<file path="src/rtl/instruction_fetch_unit.sv">
`default_nettype none
// ============================================================================
// Module      : instruction_fetch_unit
// Description : Instruction-memory initiator. Owns the fetch PC, issues
//               word fetches over a req/ack handshake and buffers
//               {pc, instr} pairs in a small prefetch FIFO toward decode.
//               Branch/jump redirects flush the FIFO. A request that is
//               still in flight when a redirect arrives is allowed to
//               complete, and its wrong-path data is discarded.
//
// Parameters  : RESET_PC    fetch PC loaded on reset
//               FIFO_DEPTH  prefetch entries (power of 2, >= 2)
//
// Ports       : clk             clock, all state on rising edge
//               reset           asynchronous active-high reset
//               redirect_valid  restart fetch at redirect_pc
//               redirect_pc     redirect target (bits [1:0] ignored)
//               imem_req        fetch request to instruction memory
//               imem_addr       4-aligned byte address of requested word
//               imem_ack        memory returns imem_rdata this cycle
//               imem_rdata      fetched instruction word
//               if_valid        FIFO head holds a valid instruction
//               if_instr        instruction at FIFO head
//               if_pc           byte address of if_instr
//               if_ready        decode accepts head this cycle
//
// Revision    : 1.0 - initial release
// ============================================================================
module instruction_fetch_unit #(
    parameter logic [31:0] RESET_PC   = 32'h0000_0000,
    parameter int          FIFO_DEPTH = 4
) (
    input  logic        clk,
    input  logic        reset,
    input  logic        redirect_valid,
    input  logic [31:0] redirect_pc,
    output logic        imem_req,
    output logic [31:0] imem_addr,
    input  logic        imem_ack,
    input  logic [31:0] imem_rdata,
    output logic        if_valid,
    output logic [31:0] if_instr,
    output logic [31:0] if_pc,
    input  logic        if_ready
);

    localparam int                 c_PTR_W = $clog2(FIFO_DEPTH);
    localparam int                 c_CNT_W = c_PTR_W + 1;
    localparam logic [c_CNT_W-1:0] c_FULL  = c_CNT_W'(FIFO_DEPTH);
    localparam logic [c_CNT_W-1:0] c_ONE   = c_CNT_W'(1);
    localparam logic [c_PTR_W-1:0] c_PTR_1 = c_PTR_W'(1);

    typedef enum logic [0:0] {
        ST_FETCH   = 1'b0,
        ST_DISCARD = 1'b1
    } state_t;

    state_t r_state;
    state_t w_state_next;

    // r_run stays low from reset until the first clock edge after reset
    // falls, keeping imem_req low for the whole reset interval.
    logic               r_run;
    logic [31:0]        r_fetch_pc;
    logic [31:0]        r_target;
    logic [c_CNT_W-1:0] r_count;
    logic [c_PTR_W-1:0] r_rd_ptr;
    logic [c_PTR_W-1:0] r_wr_ptr;
    logic [31:0]        r_pc_mem    [FIFO_DEPTH];
    logic [31:0]        r_instr_mem [FIFO_DEPTH];

    logic [31:0]        w_fetch_pc_next;
    logic [31:0]        w_target_next;
    logic [31:0]        w_redirect_target;
    logic               w_req;
    logic               w_ack;
    logic               w_push;
    logic               w_pop;

    assign w_redirect_target = redirect_pc & ~32'h0000_0003;

    // In FETCH, req only depends on occupancy. Without an ack nothing is
    // pushed, so occupancy can only fall while a request waits, and req
    // cannot drop before the ack. DISCARD always has a request in flight.
    assign w_req  = r_run & ((r_state == ST_DISCARD) | (r_count != c_FULL));
    assign w_ack  = w_req & imem_ack;
    assign w_push = (r_state == ST_FETCH) & w_ack & ~redirect_valid;
    assign w_pop  = (r_count != '0) & if_ready & ~redirect_valid;

    assign imem_req  = w_req;
    assign imem_addr = r_fetch_pc;
    assign if_valid  = (r_count != '0);
    assign if_instr  = r_instr_mem[r_rd_ptr];
    assign if_pc     = r_pc_mem[r_rd_ptr];

    // ------------------------------------------------------------------
    // State register
    // ------------------------------------------------------------------
    always_ff @(posedge clk or posedge reset) begin
        if (reset) begin
            r_state <= ST_FETCH;
        end else begin
            r_state <= w_state_next;
        end
    end

    // ------------------------------------------------------------------
    // Next state, fetch PC and stored redirect target
    // ------------------------------------------------------------------
    always_comb begin
        w_state_next    = r_state;
        w_fetch_pc_next = r_fetch_pc;
        w_target_next   = r_target;
        case (r_state)
            ST_FETCH: begin
                if (redirect_valid) begin
                    if (w_req && !imem_ack) begin
                        // Request in flight: it must complete at the old
                        // address before fetch can move to the target.
                        w_state_next  = ST_DISCARD;
                        w_target_next = w_redirect_target;
                    end else begin
                        w_fetch_pc_next = w_redirect_target;
                    end
                end else if (w_push) begin
                    w_fetch_pc_next = r_fetch_pc + 32'd4;
                end
            end
            ST_DISCARD: begin
                if (redirect_valid) begin
                    w_target_next = w_redirect_target;
                end
                if (w_ack) begin
                    // A redirect in the same cycle as the ack is the
                    // newest target, so it takes priority over r_target.
                    w_fetch_pc_next = redirect_valid ? w_redirect_target : r_target;
                    w_state_next    = ST_FETCH;
                end
            end
            default: begin
                w_state_next = ST_FETCH;
            end
        endcase
    end

    // ------------------------------------------------------------------
    // Fetch PC, target and prefetch FIFO
    // ------------------------------------------------------------------
    always_ff @(posedge clk or posedge reset) begin
        if (reset) begin
            r_run      <= 1'b0;
            r_fetch_pc <= RESET_PC;
            r_target   <= RESET_PC;
            r_count    <= '0;
            r_rd_ptr   <= '0;
            r_wr_ptr   <= '0;
            for (int i = 0; i < FIFO_DEPTH; i++) begin
                r_pc_mem[i]    <= 32'h0;
                r_instr_mem[i] <= 32'h0;
            end
        end else begin
            r_run      <= 1'b1;
            r_fetch_pc <= w_fetch_pc_next;
            r_target   <= w_target_next;

            if (redirect_valid) begin
                r_count  <= '0;
                r_rd_ptr <= '0;
                r_wr_ptr <= '0;
            end else begin
                if (w_push) begin
                    r_pc_mem[r_wr_ptr]    <= r_fetch_pc;
                    r_instr_mem[r_wr_ptr] <= imem_rdata;
                    r_wr_ptr              <= r_wr_ptr + c_PTR_1;
                end
                if (w_pop) begin
                    r_rd_ptr <= r_rd_ptr + c_PTR_1;
                end
                case ({w_push, w_pop})
                    2'b10:   r_count <= r_count + c_ONE;
                    2'b01:   r_count <= r_count - c_ONE;
                    default: r_count <= r_count;
                endcase
            end
        end
    end

endmodule
`default_nettype wire

</file>
<file path="config.mk">
export PLATFORM = sky130hd
export DESIGN_NAME = instruction_fetch_unit
export DESIGN_NICKNAME = d
export VERILOG_FILES = /design/src/rtl/instruction_fetch_unit.sv
export SDC_FILE = /design/constraint.sdc
export NUM_CORES = 1
export LEC_CHECK = 0
export ABC_AREA = 0
export CORE_MARGIN = 1
export CORE_UTILIZATION = 60
export CTS_CLUSTER_SIZE = 40
export DETAILED_ROUTE_END_ITERATION = 12
export GPL_ROUTABILITY_DRIVEN = 0
export PLACE_DENSITY = 0.84
export SYNTH_ARGS = -nofsm -noshare
export SYNTH_HDL_FRONTEND = slang
export SYNTH_SLANG_ARGS = --single-unit
</file>
<file path="constraint.sdc">
create_clock -name clk -period 26.9 [get_ports clk]
set_input_delay 4.035 -clock clk [delete_from_list [all_inputs] [get_ports clk]]
set_output_delay 4.035 -clock clk [all_outputs]
set_load 0.005 [all_outputs]
</file>
==> flow_metrics.py, run 1 <==
metrics = {
    "run_status": {
        "outcome": "completed",
    },
    "logic_synthesis": {
        "synth_top_cell_by_area": "dfrtp_1",
        "synth_area_um2": 15100,
        "synth_ff_type": "dfrtp_1",
        "async_flop_share": 1.00,
        "yosysWarnings": 0,
        "yosys-top-cells-area": "dfrtp_1, mux2_2, mux4_2",
        "synth_most_common_cell": "dfrtp_1",
        "synthTopCellsByCount": "dfrtp_1, mux2_2, mux4_2, o21ai_0, nor2_1",
        "synth.distinct_cells": 62,
        "netlist.area_leader.share": 0.546,
        "synth_cells": 1030,
        "syn_area_per_cell_um2": 14.6,
        "syn_nets": 1105,
        "synth_edf_count": 0,
        "ys_seq_area_frac": 0.546,
        "synth-seq-cells": 329,
    },
    "sta": {
        "min_period_over_period": 0.268,
        "slew_headroom": 0.246,
        "fin_ws_ps": 19700,
        "hold_viol": 0,
        "finalSetupTns_ps": 0,
        "fmax_ghz": 0.139,
        "rsz0062_at_grt": "false",
        "maxSlewViolCount": 0,
        "whs_ps": 498,
        "tightestPinTransition_ps": 1130,
        "fin_crit_ps": 7200,
        "setup_violations": 0,
        "worst_clock_skew_ps": 18.3,
    },
    "pwr": {
        "seqPwrFrac": 0.423,
        "ir_drop_mv": 0.0827,
        "switching_share": 0.272,
        "comb_power_share": 0.285,
        "p_leak_uw": 0.00817,
        "p_sw_uw": 459,
        "power.density_nw_per_um2": 93.5,
        "clockPowerShare": 0.293,
        "finalPower_uw": 1690,
        "power.internal_uw": 1230,
    },
    "clocking": {
        "clock-root-buffer": "clkbuf_16",
        "cts_resized": 0,
        "post_cts_buffers": 0,
        "path_clk_slew_ps": 60,
        "cts_hold_buffers": 0,
        "cts_max_level": 2,
        "numCtsBuffers": 35,
        "clockBufferDepth": 3,
        "worstSkewPairLatency_ps": 510,
        "cts_tree": "built",
        "clock_sinks": 329,
    },
    "place": {
        "portBuffers": 164,
        "dp_hpwl_mm": 19.2,
        "pre_cts_ws_ps": 19750,
        "place_area_um2": 16900,
    },
    "grt": {
        "grt_use_total": 0.269,
        "grt_max_degree": 115,
        "antenna_found_initial": 1,
        "grt_pass1_vias": 9934,
        "grt_pass1_wl_mm": 54.3,
        "grt-ovfl-total": 0,
    },
    "critical_path": {
        "start_kind": "flip-flop",
        "reg2reg_from": "r_state",
        "critPathRequiredTime_ps": 22860,
        "end_kind": "output pin",
        "criticalPathCategory": "reg2out",
        "worstPathArrival_ps": 3160,
        "rr_worst_depth": 5,
        "path_max_fanout": 35,
        "reg2reg_slack_ps": 23880,
        "r2r_end": "r_instr_mem[80]",
    },
    "floorplan": {
        "design.core.area_um2": 24500,
        "die_w_um": 161,
        "initial_core_util": 0.616,
        "rows": 57,
        "ioPinCount": 167,
        "die_area_um2": 25800,
        "die_h_um": 161,
    },
    "routing": {
        "drt-vias-per-instance": 6.24,
        "firstDrtPassIters": 6,
        "drt_wl_total_mm": 33.3,
        "ant_nets": 0,
        "vias": 9440,
        "drc": 0,
        "wl_per_cell_um": 22.0,
        "drt_iter0_drc": 876,
    },
    "cells_and_area": {
        "fin_area_um2": 18100,
        "areaGrowthSynthToFinish_pct": 19.9,
        "layout.nets": 1238,
        "multi_input_area_um2": 6470,
        "drive_gt1_frac": 0.362,
        "fillers": 1503,
        "seq_area_um2": 8240,
    },
    "worst_hold_path": {
        "hp-class": "reg2reg",
        "worstHoldStart": "r_pc_mem[2]",
        "min_to": "r_pc_mem[2]",
        "holdPathStages": 1,
    },
    "run": {
        "drv_cap": 0,
    },
}
[power groups by stage]
stage,Clock (µW),Combinational [µW],Sequential [µW]
floorplan,0,300,663
CTS,503,487,713
global placement,0,472,711
detailed placement,0,482,719
finish,494,481,714
global route,522,517,730
[flip-flops by register name (all words and copies together), names as in the netlist]
signal	cells
r_run	1
r_count	3
r_state	1
r_rd_ptr	2
imem_addr	32
r_wr_ptr	2
r_instr_mem	128
r_target	32
r_pc_mem	128
[per-stage QoR]
| stage | utilization | instances |
|---|---|---|
| finish | 0.739 | 1514 |
| detailed placement | 0.689 | 1450 |
| global route | 0.739 | 1513 |
| floorplan | - | 1030 |
| global placement | 0.689 | 1450 |
| CTS | 0.739 | 1513 |
[metal layers]
| layer | track usage | part of all wire |
|---|---|---|
| met1 | 0.362 | 0.42 |
| met2 | 0.443 | 0.50 |
| met3 | 0.0542 | 0.058 |
| met4 | 0.0818 | 0.019 |
| met5 | 0 | 0 |
[worst max-delay path: stages, from the launching register on]
cell and delay, ps:
dfrtp_4 830, buf_4 710, mux4_2 600, clkdlybuf4s50_1 490
[kinds of logic (layout without fill, tap and decap cells)]
| family | Yosys count | after routing | share of synthesized area |
|---|---|---|---|
| fa+ha+maj | 6 | 6 | 0.00548 |
| xor+xnor | 5 | 5 | 0.00290 |
| other cells | 1 | 2 | 0.000249 |
| compound gates | 131 | 131 | 0.0575 |
| flops | 329 | 329 | 0.546 |
| simple gates | 117 | 117 | 0.0414 |
| buf+inv | 86 | 245 | 0.0266 |
| mux | 355 | 355 | 0.320 |
[worst max-delay path by stage]
stage / end / from / slack [ps] / depth (start not counted)
after floorplan: imem_addr[0] / reset / 13750 / 1
after global placement: r_rd_ptr[0] / reset / 19800 / 4
after detailed placement: r_rd_ptr[0] / reset / 19750 / 4
after CTS: if_pc[12] / r_rd_ptr[0] / 19590 / 3
after global routing: if_pc[12] / r_rd_ptr[0] / 19520 / 3
final: if_instr[21] / r_rd_ptr[0] / 19700 / 3
[cell type report]
class / instances / share of cell area
antenna: 1 / 0.000138
clock buffer: 58 / 0.0623
clock inverter: 5 / 0.00436
inverter: 10 / 0.00249
multi-input combinational: 615 / 0.358
sequential: 329 / 0.456
tap: 324 / 0.0224
timing repair buffer: 172 / 0.0939
[placed cells by master, fill, tap and decap left out, drive strengths merged, types with 13 or more instances in the layout]
master / count
a21oi: 25
nor3: 13
dfrtp: 329
mux4: 64
mux2: 288
nor2: 37
clkdlybuf4s50: 163
o21ai: 41
nand2: 14
clkbuf: 58
Power figures use the tool's default switching activity.
==> inputs of run 2 (changes only) <==
Settings changed: CORE_UTILIZATION 60 to 57, PLACE_DENSITY 0.84 to 0.81.
Clock period 26.9 ns to 7.35 ns, I/O delays scaled along.
==> flow_metrics.py, run 2 (synthesis results as in run 1) <==
metrics = {
    "cells_and_area": {
        "areaGrowthSynthToFinish_pct": 19.7,
        "fillers": 1763,
        "multi_input_area_um2": 6470,
        "final_common_cell": "dfrtp_1",
        "layout.nets": 1238,
        "layout_common_cells": "dfrtp_1, mux2_2, clkdlybuf4s50_1",
        "seq_area_um2": 8240,
        "drive_gt1_frac": 0.359,
        "reg.largest.list": "r_instr_mem x128, r_pc_mem x128",
        "final_util": 0.694,
    },
    "clocking": {
        "clock_sinks": 329,
        "post_cts_buffers": 0,
        "cts_max_level": 2,
        "clock-root-buffer": "clkbuf_16",
        "cts_tree": "built",
        "cts_resized": 0,
        "path_clk_slew_ps": 60,
        "clockBufferDepth": 3,
        "numCtsBuffers": 36,
        "worstSkewPairLatency_ps": 510,
        "cts_hold_buffers": 0,
    },
    "pwr": {
        "p_leak_uw": 0.00814,
        "finalPower_uw": 6120,
        "ir_drop_mv": 0.253,
        "power.density_nw_per_um2": 339,
    },
    "place": {
        "pre_cts_ws_ps": 3290,
        "dp_hpwl_mm": 19.1,
        "portBuffers": 164,
    },
    "run_status": {
        "outcome": "completed",
    },
    "critical_path": {
        "critPathRequiredTime_ps": 6250,
        "path_max_fanout": 34,
        "end_kind": "output pin",
        "crit_slowest_cell": "dfrtp_4",
        "criticalPathCategory": "reg2out",
        "worstPathArrival_ps": 3170,
        "slowest_delay_ps": 860,
        "crit_chain": "buf_4, mux4_2, clkdlybuf4s50_1",
        "start_kind": "flip-flop",
    },
    "grt": {
        "grt.busiest_layer": "met2",
        "grt_pass1_vias": 9862,
        "use_met3": 0.0532,
        "grt-ovfl-total": 0,
        "grt_max_degree": 156,
        "met1_usage": 0.330,
        "grt_use_total": 0.249,
        "use_met2": 0.416,
        "antenna_found_initial": 2,
        "grt_pass1_wl_mm": 52.4,
    },
    "sta": {
        "fmax_ghz": 0.234,
        "rsz0062_at_grt": "false",
        "slew_headroom": 0.249,
        "setup_violations": 0,
        "finalSetupTns_ps": 0,
        "fin_crit_ps": 4270,
        "tightestPinTransition_ps": 1130,
        "hold_viol": 0,
        "whs_ps": 498,
        "fin_ws_ps": 3080,
        "min_period_over_period": 0.582,
        "worst_clock_skew_ps": 12.5,
        "maxSlewViolCount": 0,
    },
    "routing": {
        "drc": 0,
        "vias": 9328,
        "drt_iter0_drc": 710,
        "drt_wl_total_mm": 32.7,
        "firstDrtPassIters": 5,
        "drt-vias-per-instance": 6.13,
        "ant_nets": 0,
        "wl_per_cell_um": 21.5,
    },
    "worst_hold_path": {
        "hp-class": "reg2reg",
    },
    "floorplan": {
        "die_w_um": 165,
        "initial_core_util": 0.580,
        "design.core.area_um2": 26000,
        "rows": 59,
        "die_area_um2": 27100,
        "ioPinCount": 167,
        "die_h_um": 165,
    },
    "run": {
        "drv_cap": 0,
    },
}
[run 2: changes by cell type in the layout (fill, tap and decap cells not counted), sizes merged]
cell | previous run | this run
buf | 9 | 8
clkinvlp | 0 | 3
clkbuf | 58 | 54
inv | 10 | 9
[run 2: layout make-up]
cell class | instances | share of cell area
repair buffers | 171 | 0.0950
clock inverters | 7 | 0.00499
well taps | 335 | 0.0232
multi-input cells | 615 | 0.359
clock buffers | 54 | 0.0587
diodes | 1 | 0.000139
flip-flops and latches | 329 | 0.457
inverters | 10 | 0.00229
[run 2: power by group]
part,internal (µW),switching [µW]
Clock,1060,688
Combinational,1180,581
Sequential,2210,396
Total,4450,1670
[run 2: per-stage QoR]
stage | instances | area (µm²)
2_1_floorplan | 1030 | 15100
3_3_place_gp | 1460 | 16900
3_5_place_dp | 1460 | 16900
4_1_cts | 1521 | 18000
5_1_grt | 1521 | 18000
6_report | 1522 | 18000
[run 2: routing by layer]
layer / wire (µm) / part of all wire / vias to the layer above
met5: 0 / 0 / -
met4: 568 / 0.017 / 0
met3: 2140 / 0.066 / 48
met2: 16100 / 0.49 / 274
met1: 13900 / 0.42 / 4864
li1: - / - / 4142
[run 2: worst paths after layout]
path / startpoint / end / slack, ps / cells past startpoint
worst max-delay path: r_rd_ptr[0] / if_pc[2] / 3080 / 3
worst min-delay path: r_pc_mem[2] / r_pc_mem[2] / 500 / 1
worst max register to register: r_state / r_pc_mem[27] / 4290 / 5
worst min register to register: r_pc_mem[2] / r_pc_mem[2] / 500 / 1
max in group asynchronous: reset / r_pc_mem[78] / 4830 / 3
min in group asynchronous: reset / r_instr_mem[45] / 1180 / 2
[run 2: worst max-delay path, delay by kind of cell, from the launching register on]
| kind | cells | cell delay, ps |
|---|---|---|
| multiplexers | 1 | 590 |
| flip-flops | 1 | 860 |
| buffers and inverters | 2 | 1190 |
==> inputs of run 3 (changes only) <==
Settings changed: CORE_UTILIZATION 57 to 51, PLACE_DENSITY 0.81 to 0.76.
Clock period 7.35 ns to 3.5 ns, I/O delays scaled along.
==> flow_metrics.py, run 3 (synthesis results as in run 1) <==
metrics = {
    "cells_and_area": {
        "multi_input_area_um2": 6470,
        "fillers": 2123,
        "drive_gt1_frac": 0.375,
        "areaGrowthSynthToFinish_pct": 22.3,
        "layout_common_cells": "dfrtp_1, mux2_2, clkdlybuf4s50_1",
        "layout.nets": 1264,
        "fin_area_um2": 18400,
        "seq_area_um2": 8240,
        "reg.largest.list": "r_instr_mem x128, r_pc_mem x128",
        "final_common_cell": "dfrtp_1",
    },
    "critical_path": {
        "path_max_fanout": 26,
        "r2r_end": "imem_addr[31]",
        "reg2reg_slack_ps": 970,
        "start_kind": "flip-flop",
        "rr_worst_depth": 5,
        "critPathRequiredTime_ps": 2970,
        "crit_start": "r_rd_ptr[0]",
        "end_kind": "output pin",
        "criticalPathCategory": "reg2out",
        "endpoint": "if_instr[18]",
        "worstPathArrival_ps": 2620,
        "reg2reg_from": "imem_addr[2]",
    },
    "grt": {
        "met1_usage": 0.310,
        "grt-ovfl-total": 0,
        "grt.busiest_layer": "met2",
        "antenna_found_initial": 2,
        "grt_pass1_wl_mm": 55.3,
        "grt_pass1_vias": 10200,
        "use_met3": 0.0440,
        "grt_max_degree": 65,
        "grt_use_total": 0.228,
        "use_met2": 0.374,
    },
    "pwr": {
        "comb_power_share": 0.292,
        "finalPower_uw": 13100,
        "seqPwrFrac": 0.416,
        "p_sw_uw": 3580,
        "clockPowerShare": 0.292,
        "power.internal_uw": 9510,
        "switching_share": 0.273,
        "power.density_nw_per_um2": 710,
        "ir_drop_mv": 0.512,
        "p_leak_uw": 0.00833,
    },
    "clocking": {
        "cts_resized": 0,
        "cts_tree": "built",
        "clock-root-buffer": "clkbuf_16",
        "clockBufferDepth": 3,
        "path_clk_slew_ps": 60,
        "worstSkewPairLatency_ps": 510,
        "cts_max_level": 2,
        "clock_sinks": 329,
        "post_cts_buffers": 0,
        "cts_hold_buffers": 0,
        "numCtsBuffers": 36,
    },
    "worst_hold_path": {
        "hp-class": "in2async",
    },
    "floorplan": {
        "design.core.area_um2": 28900,
        "die_h_um": 174,
        "rows": 62,
        "ioPinCount": 167,
        "die_w_um": 174,
        "initial_core_util": 0.522,
        "die_area_um2": 30200,
    },
    "sta": {
        "hold_viol": 0,
        "worst_clock_skew_ps": 14.8,
        "slew_headroom": 0.411,
        "rsz0062_at_grt": "false",
        "min_period_over_period": 0.898,
        "tightestPinTransition_ps": 876,
        "maxSlewViolCount": 0,
        "fmax_ghz": 0.318,
        "fin_crit_ps": 3140,
        "setup_violations": 0,
    },
    "routing": {
        "drt_iter0_drc": 670,
        "firstDrtPassIters": 5,
        "vias": 9436,
        "drt-vias-per-instance": 5.89,
        "drt_wl_total_mm": 33.6,
        "ant_nets": 0,
        "drc": 0,
        "wl_per_cell_um": 21.0,
    },
    "place": {
        "dp_hpwl_mm": 21.3,
        "place_area_um2": 17200,
        "portBuffers": 164,
    },
    "run": {
        "drv_cap": 0,
    },
    "run_status": {
        "outcome": "completed",
    },
}
-- run 3: cell count changes in the layout (fill, tap and decap cells not counted), sizes merged --
cell,previous run,this run
buf,8,34
bufinv,2,3
clkbuf,54,55
clkinv,3,5
clkinvlp,3,2
diode,1,2
inv,9,11
-- run 3: critical path, cell delays in order (launching register included) --
cell,delay (ps)
dfrtp_4,790
buf_4,320
mux4_2,520
clkdlybuf4s50_1,480
-- run 3: layout make-up --
class	count	share of cell area
timing repair buffer	197	0.108
multi-input combinational	615	0.351
sequential	329	0.447
inverter	10	0.00224
clock buffer	55	0.0577
tap	384	0.0261
antenna	2	0.000271
clock inverter	11	0.00760
-- run 3: how the worst min path moves through the flow --
stage                      start               to  slack [ps]
finish                     reset  r_instr_mem[15]         380
CTS                        reset  r_instr_mem[15]         380
global route               reset  r_instr_mem[15]         410
floorplan            r_target[0]      r_target[0]         460
global placement    r_pc_mem[55]     r_pc_mem[55]         480
detailed placement  r_pc_mem[48]     r_pc_mem[48]         490
-- run 3: power groups by stage --
stage / clock network (µW) / logic [µW] / registers, µW
3_5_place_dp: 0 / 3850 / 5500
5_1_grt: 4050 / 4100 / 5590
2_1_floorplan: 0 / 2300 / 5090
4_1_cts: 3900 / 3870 / 5440
3_3_place_gp: 0 / 3770 / 5450
6_report: 3820 / 3820 / 5450
-- run 3: metrics by stage --
stage,setup WS (ps),util,hold slack (ps),TNS (ps),cells
after detailed placement,498,0.597,487,0,1535
after CTS,289,0.639,378,0,1601
final,356,0.639,381,0,1603
after global placement,508,0.597,482,0,1535
after global routing,245,0.639,405,0,1602
after floorplan,-1420,-,465,-466420,1030
-- run 3: metal layers --
| metal | wire length (µm) | vias to the layer above | part of all wire |
|---|---|---|---|
| li1 | - | 4203 | - |
| met5 | 0 | - | 0 |
| met3 | 1880 | 44 | 0.056 |
| met1 | 14400 | 4923 | 0.43 |
| met2 | 16600 | 266 | 0.49 |
| met4 | 676 | 0 | 0.020 |
